<file path="src/rtl/tetris_feed_ctrl.sv">
// tetris_feed_ctrl: buffers (tetromino, position) requests and feeds the TETRIS core one piece per round; optional watchdog under TETRIS_FEED_TIMEOUT_EN.
// Latency: push into an empty FIFO while IDLE -> core_in_valid_o 3 cycles later; game_done_o is high during the single DONE cycle.
// Backpressure: req_ready_o low when FIFO full or game quota reached (IDLE/ISSUE/WAIT), quota-only in DRAIN (pushes dropped), always low in DONE.
module tetris_feed_ctrl #(
  parameter int DEPTH  = 4,
  parameter int ROUNDS = 16
`ifdef TETRIS_FEED_TIMEOUT_EN
  ,
  parameter int TIMEOUT = 1023
`endif
) (
  input  logic       clk,
  input  logic       rst,
  input  logic       req_valid_i,
  output logic       req_ready_o,
  input  logic [2:0] req_tetromino_i,
  input  logic [2:0] req_position_i,
  output logic       core_in_valid_o,
  output logic [2:0] core_tetrominoes_o,
  output logic [2:0] core_position_o,
  input  logic       core_score_valid_i,
  input  logic       core_fail_i,
  input  logic [3:0] core_score_i,
  output logic       game_done_o,
  output logic       game_fail_o,
  output logic [3:0] final_score_o,
  output logic [3:0] round_cnt_o,
  output logic       proto_err_o,
  output logic       busy_o
);

  localparam int AW = $clog2(DEPTH);
  localparam int CW = AW + 1;
  localparam logic [CW-1:0] DEPTH_C  = CW'(DEPTH);
  localparam logic [4:0]    ROUNDS_C = 5'(ROUNDS);

  typedef enum logic [2:0] {S_IDLE, S_ISSUE, S_WAIT, S_DRAIN, S_DONE} state_t;

  state_t        state_q, state_d;
  logic [4:0]    acc_cnt_q, acc_cnt_d;
  logic [3:0]    round_cnt_q, round_cnt_d;
  logic [AW-1:0] wr_ptr_q, wr_ptr_d, rd_ptr_q, rd_ptr_d;
  logic [CW-1:0] cnt_q, cnt_d;
  logic          cin_vld_q, cin_vld_d;
  logic [2:0]    tet_q, tet_d, pos_q, pos_d;
  logic          game_fail_q, game_fail_d;
  logic [3:0]    final_score_q, final_score_d;
  logic          proto_err_q, proto_err_d;
  logic [5:0]    mem_q [DEPTH];

  logic          full, empty, acc_room, push, wr_en, pop, flush;

`ifdef TETRIS_FEED_TIMEOUT_EN
  localparam logic [9:0] TO_LAST = 10'(TIMEOUT - 1);
  logic [9:0] wait_cnt_q, wait_cnt_d;

  // Watchdog counts WAIT cycles; it is zero whenever WAIT is (re)entered.
  always_comb begin
    wait_cnt_d = (state_q == S_WAIT) ? wait_cnt_q + 10'd1 : 10'd0;
  end

  // Watchdog counter register.
  always_ff @(posedge clk or posedge rst) begin
    if (rst) wait_cnt_q <= '0;
    else     wait_cnt_q <= wait_cnt_d;
  end
`endif

  // Upstream handshake: quota caps pushes per game so games never mix.
  always_comb begin
    full     = (cnt_q == DEPTH_C);
    empty    = (cnt_q == '0);
    acc_room = (acc_cnt_q < ROUNDS_C);
    case (state_q)
      S_DRAIN: req_ready_o = acc_room;
      S_DONE:  req_ready_o = 1'b0;
      default: req_ready_o = !full && acc_room;
    endcase
    push = req_valid_i && req_ready_o;
  end

  // Sequencer: next state, issue pulse, round/result bookkeeping.
  always_comb begin
    state_d       = state_q;
    flush         = 1'b0;
    pop           = 1'b0;
    cin_vld_d     = 1'b0;
    tet_d         = tet_q;
    pos_d         = pos_q;
    round_cnt_d   = round_cnt_q;
    acc_cnt_d     = acc_cnt_q + 5'(push);
    game_fail_d   = game_fail_q;
    final_score_d = final_score_q;
    proto_err_d   = proto_err_q | (core_score_valid_i && (state_q != S_WAIT));
    case (state_q)
      S_IDLE: begin
        if (!empty) state_d = S_ISSUE;
      end
      S_ISSUE: begin
        pop              = 1'b1;
        cin_vld_d        = 1'b1;
        {tet_d, pos_d}   = mem_q[rd_ptr_q];
        state_d          = S_WAIT;
      end
      S_WAIT: begin
        if (core_score_valid_i) begin
          round_cnt_d = round_cnt_q + 4'd1;
          if (core_fail_i) begin
            game_fail_d   = 1'b1;
            final_score_d = core_score_i;
            flush         = 1'b1;
            state_d       = acc_room ? S_DRAIN : S_DONE;
          end else if (({1'b0, round_cnt_q} + 5'd1) == ROUNDS_C) begin
            game_fail_d   = 1'b0;
            final_score_d = core_score_i;
            flush         = 1'b1;
            state_d       = S_DONE;
          end else begin
            state_d = empty ? S_IDLE : S_ISSUE;
          end
        end
`ifdef TETRIS_FEED_TIMEOUT_EN
        else if (wait_cnt_q == TO_LAST) begin
          proto_err_d   = 1'b1;
          game_fail_d   = 1'b1;
          final_score_d = 4'd0;
          flush         = 1'b1;
          state_d       = acc_room ? S_DRAIN : S_DONE;
        end
`endif
      end
      S_DRAIN: begin
        flush = 1'b1;
        if (acc_cnt_q == ROUNDS_C) state_d = S_DONE;
      end
      S_DONE: begin
        flush       = 1'b1;
        acc_cnt_d   = 5'd0;
        round_cnt_d = 4'd0;
        state_d     = S_IDLE;
      end
      default: state_d = S_IDLE;
    endcase
  end

  // FIFO pointers and occupancy; a flush drops contents and any same-cycle push.
  always_comb begin
    wr_en = push && !flush;
    if (flush) begin
      wr_ptr_d = '0;
      rd_ptr_d = '0;
      cnt_d    = '0;
    end else begin
      wr_ptr_d = wr_ptr_q + AW'(wr_en);
      rd_ptr_d = rd_ptr_q + AW'(pop);
      cnt_d    = cnt_q + CW'(wr_en) - CW'(pop);
    end
  end

  // Control and result registers.
  always_ff @(posedge clk or posedge rst) begin
    if (rst) begin
      state_q       <= S_IDLE;
      acc_cnt_q     <= '0;
      round_cnt_q   <= '0;
      wr_ptr_q      <= '0;
      rd_ptr_q      <= '0;
      cnt_q         <= '0;
      cin_vld_q     <= 1'b0;
      tet_q         <= '0;
      pos_q         <= '0;
      game_fail_q   <= 1'b0;
      final_score_q <= '0;
      proto_err_q   <= 1'b0;
    end else begin
      state_q       <= state_d;
      acc_cnt_q     <= acc_cnt_d;
      round_cnt_q   <= round_cnt_d;
      wr_ptr_q      <= wr_ptr_d;
      rd_ptr_q      <= rd_ptr_d;
      cnt_q         <= cnt_d;
      cin_vld_q     <= cin_vld_d;
      tet_q         <= tet_d;
      pos_q         <= pos_d;
      game_fail_q   <= game_fail_d;
      final_score_q <= final_score_d;
      proto_err_q   <= proto_err_d;
    end
  end

  // FIFO storage; occupancy tracking makes stale entries harmless, so no reset.
  always_ff @(posedge clk) begin
    if (wr_en) mem_q[wr_ptr_q] <= {req_tetromino_i, req_position_i};
  end

  assign core_in_valid_o    = cin_vld_q;
  assign core_tetrominoes_o = tet_q;
  assign core_position_o    = pos_q;
  assign game_done_o        = (state_q == S_DONE);
  assign game_fail_o        = game_fail_q;
  assign final_score_o      = final_score_q;
  assign round_cnt_o        = round_cnt_q;
  assign proto_err_o        = proto_err_q;
  assign busy_o             = (state_q != S_IDLE) || !empty;

endmodule
</file>
<file path="config.mk">
export PLATFORM = sky130hd
export DESIGN_NAME = tetris_feed_ctrl
export DESIGN_NICKNAME = d
export VERILOG_FILES = /design/src/rtl/tetris_feed_ctrl.sv
export SDC_FILE = /design/constraint.sdc
export NUM_CORES = 1
export LEC_CHECK = 0
export BUFFER_PORTS_ARGS = -buffer_cell sky130_fd_sc_hd__buf_2
export CAP_MARGIN = 20
export CORE_MARGIN = 4
export CORE_UTILIZATION = 51
export DETAILED_ROUTE_END_ITERATION = 12
export GPL_TIMING_DRIVEN = 1
export MAX_ROUTING_LAYER = met4
export PLACE_DENSITY_LB_ADDON = 0.3
export SYNTH_ARGS = -nofsm -noshare
export SYNTH_HDL_FRONTEND = slang
export SYNTH_SLANG_ARGS = --single-unit
</file>
<file path="constraint.sdc">
create_clock -name clk -period 2.65 [get_ports clk]
set_input_delay 0.1325 -clock clk [delete_from_list [all_inputs] [get_ports clk]]
set_output_delay 0.1325 -clock clk [all_outputs]
set_load 0.1 [all_outputs]
</file>
==> flow_summary.toml <==
[run_status]
status = "complete, no violations"

[drt]
first_pass_iters = 4
routed_via_density = 5.48
ant_nets = 0
drc = 0
vias = 1508
wl_per_cell_um = 17.0
drt-initial-drc-count = 95
drt_wl_total_um = 4680

[finish]
instances_no_fill = 275
layout.nets = 245
diodes = 0
synthToLayoutAreaGrowth_pct = 19.7
multi_input_comb_area_um2 = 885
register_area_um2 = 1530
fillCellCount = 340
layout-drive-gt1-share = 0.430

[synth]
syn_inst = 167
seq_area_frac_synth = 0.622
avgSynthCellArea_um2 = 14.6
synth_fa_ha_area_frac = 0.0440
synthXorXnorAreaFrac = 0.0358
synth_ff_type = "dfrtp_1"
synth-seq-cells = 56
synthesis.nets = 190
synth-simple-area-share = 0.126
yosysWarnings = 0
synth_area_um2 = 2450
yosysUniqueCellTypes = 44
synthArstFlopShare = 0.571
synth_edf_count = 24
synth_top_family_by_area = "simple AND/OR/NAND/NOR gates"
synth.area.mux_share = 0.112
synth_compound_area_frac = 0.0353

[timing]
hold_violations = 0
worst_pin_slew_ns = 0.807
holdWs_ns = 0.0311
period_share = 0.959
relSlewSlack = 0.461
clock-skew-final_ns = 0.00940
rsz0062_at_grt = "yes"
setup_violations = 0
min_period_ns = 2.54
finalMaxSlewViolations = 0
clock.fmax_mhz = 394

[floorplanning]
core_area_um2 = 4500
core.rowCount = 24
fp.dieH_um = 77.3
start_util = 0.543
io_pins = 35
chipWidth_um = 77.3
fp.dieArea_um2 = 5970

[placement]
routabilityCongestion = 0.824
dp_cells = 258
hpwlAfterDp_um = 3400
portBuffers = 34

[worst_setup_path]
critPathCaptureType = "flop"
crit_type = "reg -> reg"
critPathRequiredTime_ns = 2.85
crit_path_max_fanout = 8
start_kind = "flop"
arrival_ns = 2.74

[clock_tree]
cts_tree = "yes"
cts_root_buffer = "clkbuf_8"
clkSinkCount = 56
clock_tree.buffer_depth = 2
path_clk_slew_ns = 0.11
cts.htree.levels = 2
cts-buffers-inserted = 5
clock_latency_ns = 0.31

[global_routing]
grt_pass1_vias = 1574
grt_max_degree = 21
grt_usage = 0.172
grt-ovfl-total = 0
grt_pass1_wl_um = 7830
antenna_found_initial = 0

[flow_run]
maxCapViolCount = 0

[hold_path]
hold_class = "in -> reg"
[worst paths after layout]
check                                        end         startpoint  cells after the start  slack [ns]
worst min-delay path                 mem_q[3][1]  req_position_i[1]                      1        0.03
worst max register to register          cnt_q[2]         state_q[1]                     12        0.11
worst max-delay path                    cnt_q[2]         state_q[1]                     12        0.11
min in group asynchronous       final_score_o[2]                rst                      3        0.52
max in group asynchronous               cnt_q[1]                rst                      4        1.43
worst min register to register       proto_err_o        proto_err_o                      1        0.46
[area by class of cell]
class                   count  share of cell area
flip-flops and latches     56               0.523
multi-input cells          99               0.302
repair buffers             54               0.112
clock buffers               5              0.0235
well taps                  52              0.0222
clock inverters             3             0.00940
inverters                   6             0.00769
[cell usage in the layout, fill, tap and decap left out, types with 5 or more instances in the layout]
master    instances
xor2_1            5
clkbuf_8          5
ha_1              7
xnor2_1           5
buf_4            18
nor2_1           16
inv_1             6
buf_2            34
dfrtp_1          24
edfxtp_1         24
dfrtp_2           8
mux2_2            6
nand2_1           8
mux4_2            6
[per-stage QoR]
step / util / worst slack [ns] / setup TNS (ns) / area [um2]
2_1_floorplan: - / 0.00134 / 0 / 2450
3_3_place_gp: 0.606 / 0.173 / 0 / 2730
3_5_place_dp: 0.606 / 0.0212 / 0 / 2730
4_1_cts: 0.629 / 0.00252 / 0 / 2840
5_1_grt: 0.650 / -0.0271 / -0.0271 / 2930
6_report: 0.650 / 0.110 / 0 / 2930
[synth_stat cells, types with 2 or more instances]
library cell,count,area [um2]
dfrtp_1,32,801
edfxtp_1,24,721
nor2_1,16,60.1
nand2_1,8,30.0
ha_1,7,87.6
inv_1,6,22.5
mux2_2,6,67.6
mux4_2,6,135
xnor2_1,5,43.8
xor2_1,5,43.8
and3_1,4,25.0
mux2_4,4,60.1
nor4_1,4,25.0
nor2b_1,3,18.8
nor3_1,3,15.0
a21o_1,2,15.0
a31oi_1,2,12.5
buf_2,2,10.0
buf_4,2,15.0
nand3_1,2,10.0
[critical path: stages (launching register included)]
cell,delay [ns]
dfrtp_2,0.48
and2b_2,0.26
a21oi_4,0.22
nand2_4,0.06
or2_1,0.20
ha_1,0.26
inv_1,0.06
ha_1,0.15
inv_1,0.05
fa_2,0.33
xor2_1,0.15
xnor2_1,0.15
nor2_1,0.05
[cell families (layout without fill, tap and decap cells)]
group | count (synthesis) | count (layout)
buf+inv | 12 | 68
flops | 56 | 56
xor+xnor | 10 | 10
simple gates | 53 | 53
fa+ha+maj | 8 | 8
compound gates | 11 | 11
mux | 17 | 17
[what timing repair did]
action	4_1_cts	5_1_grt
hold buffers	1	0
hold endpoints to repair	19	0
buffers inserted	0	8
gates resized for setup	0	9
setup endpoints to repair	0	1
[registers in the layout, indices dropped and copies added, names as in the netlist]
| name | cells |
|---|---|
| state_q | 3 |
| round_cnt_o | 4 |
| wr_ptr_q | 2 |
| rd_ptr_q | 2 |
| cnt_q | 3 |
| final_score_o | 4 |
| proto_err_o | 1 |
| core_in_valid_o | 1 |
| acc_cnt_q | 5 |
| core_tetrominoes_o | 3 |
| mem_q | 24 |
| core_position_o | 3 |
| game_fail_o | 1 |
[routing by layer]
layer	up-vias	track usage	wire [um]	part of all wire
met3	7	0.0422	215	0.046
met4	0	0.0356	49	0.010
met2	37	0.295	2510	0.54
met5	-	-	0	0
met1	751	0.208	1910	0.41
li1	713	-	-	-
Power is not shown: default switching activity piles up to over one toggle a cycle in this logic, so the estimate is an artifact.
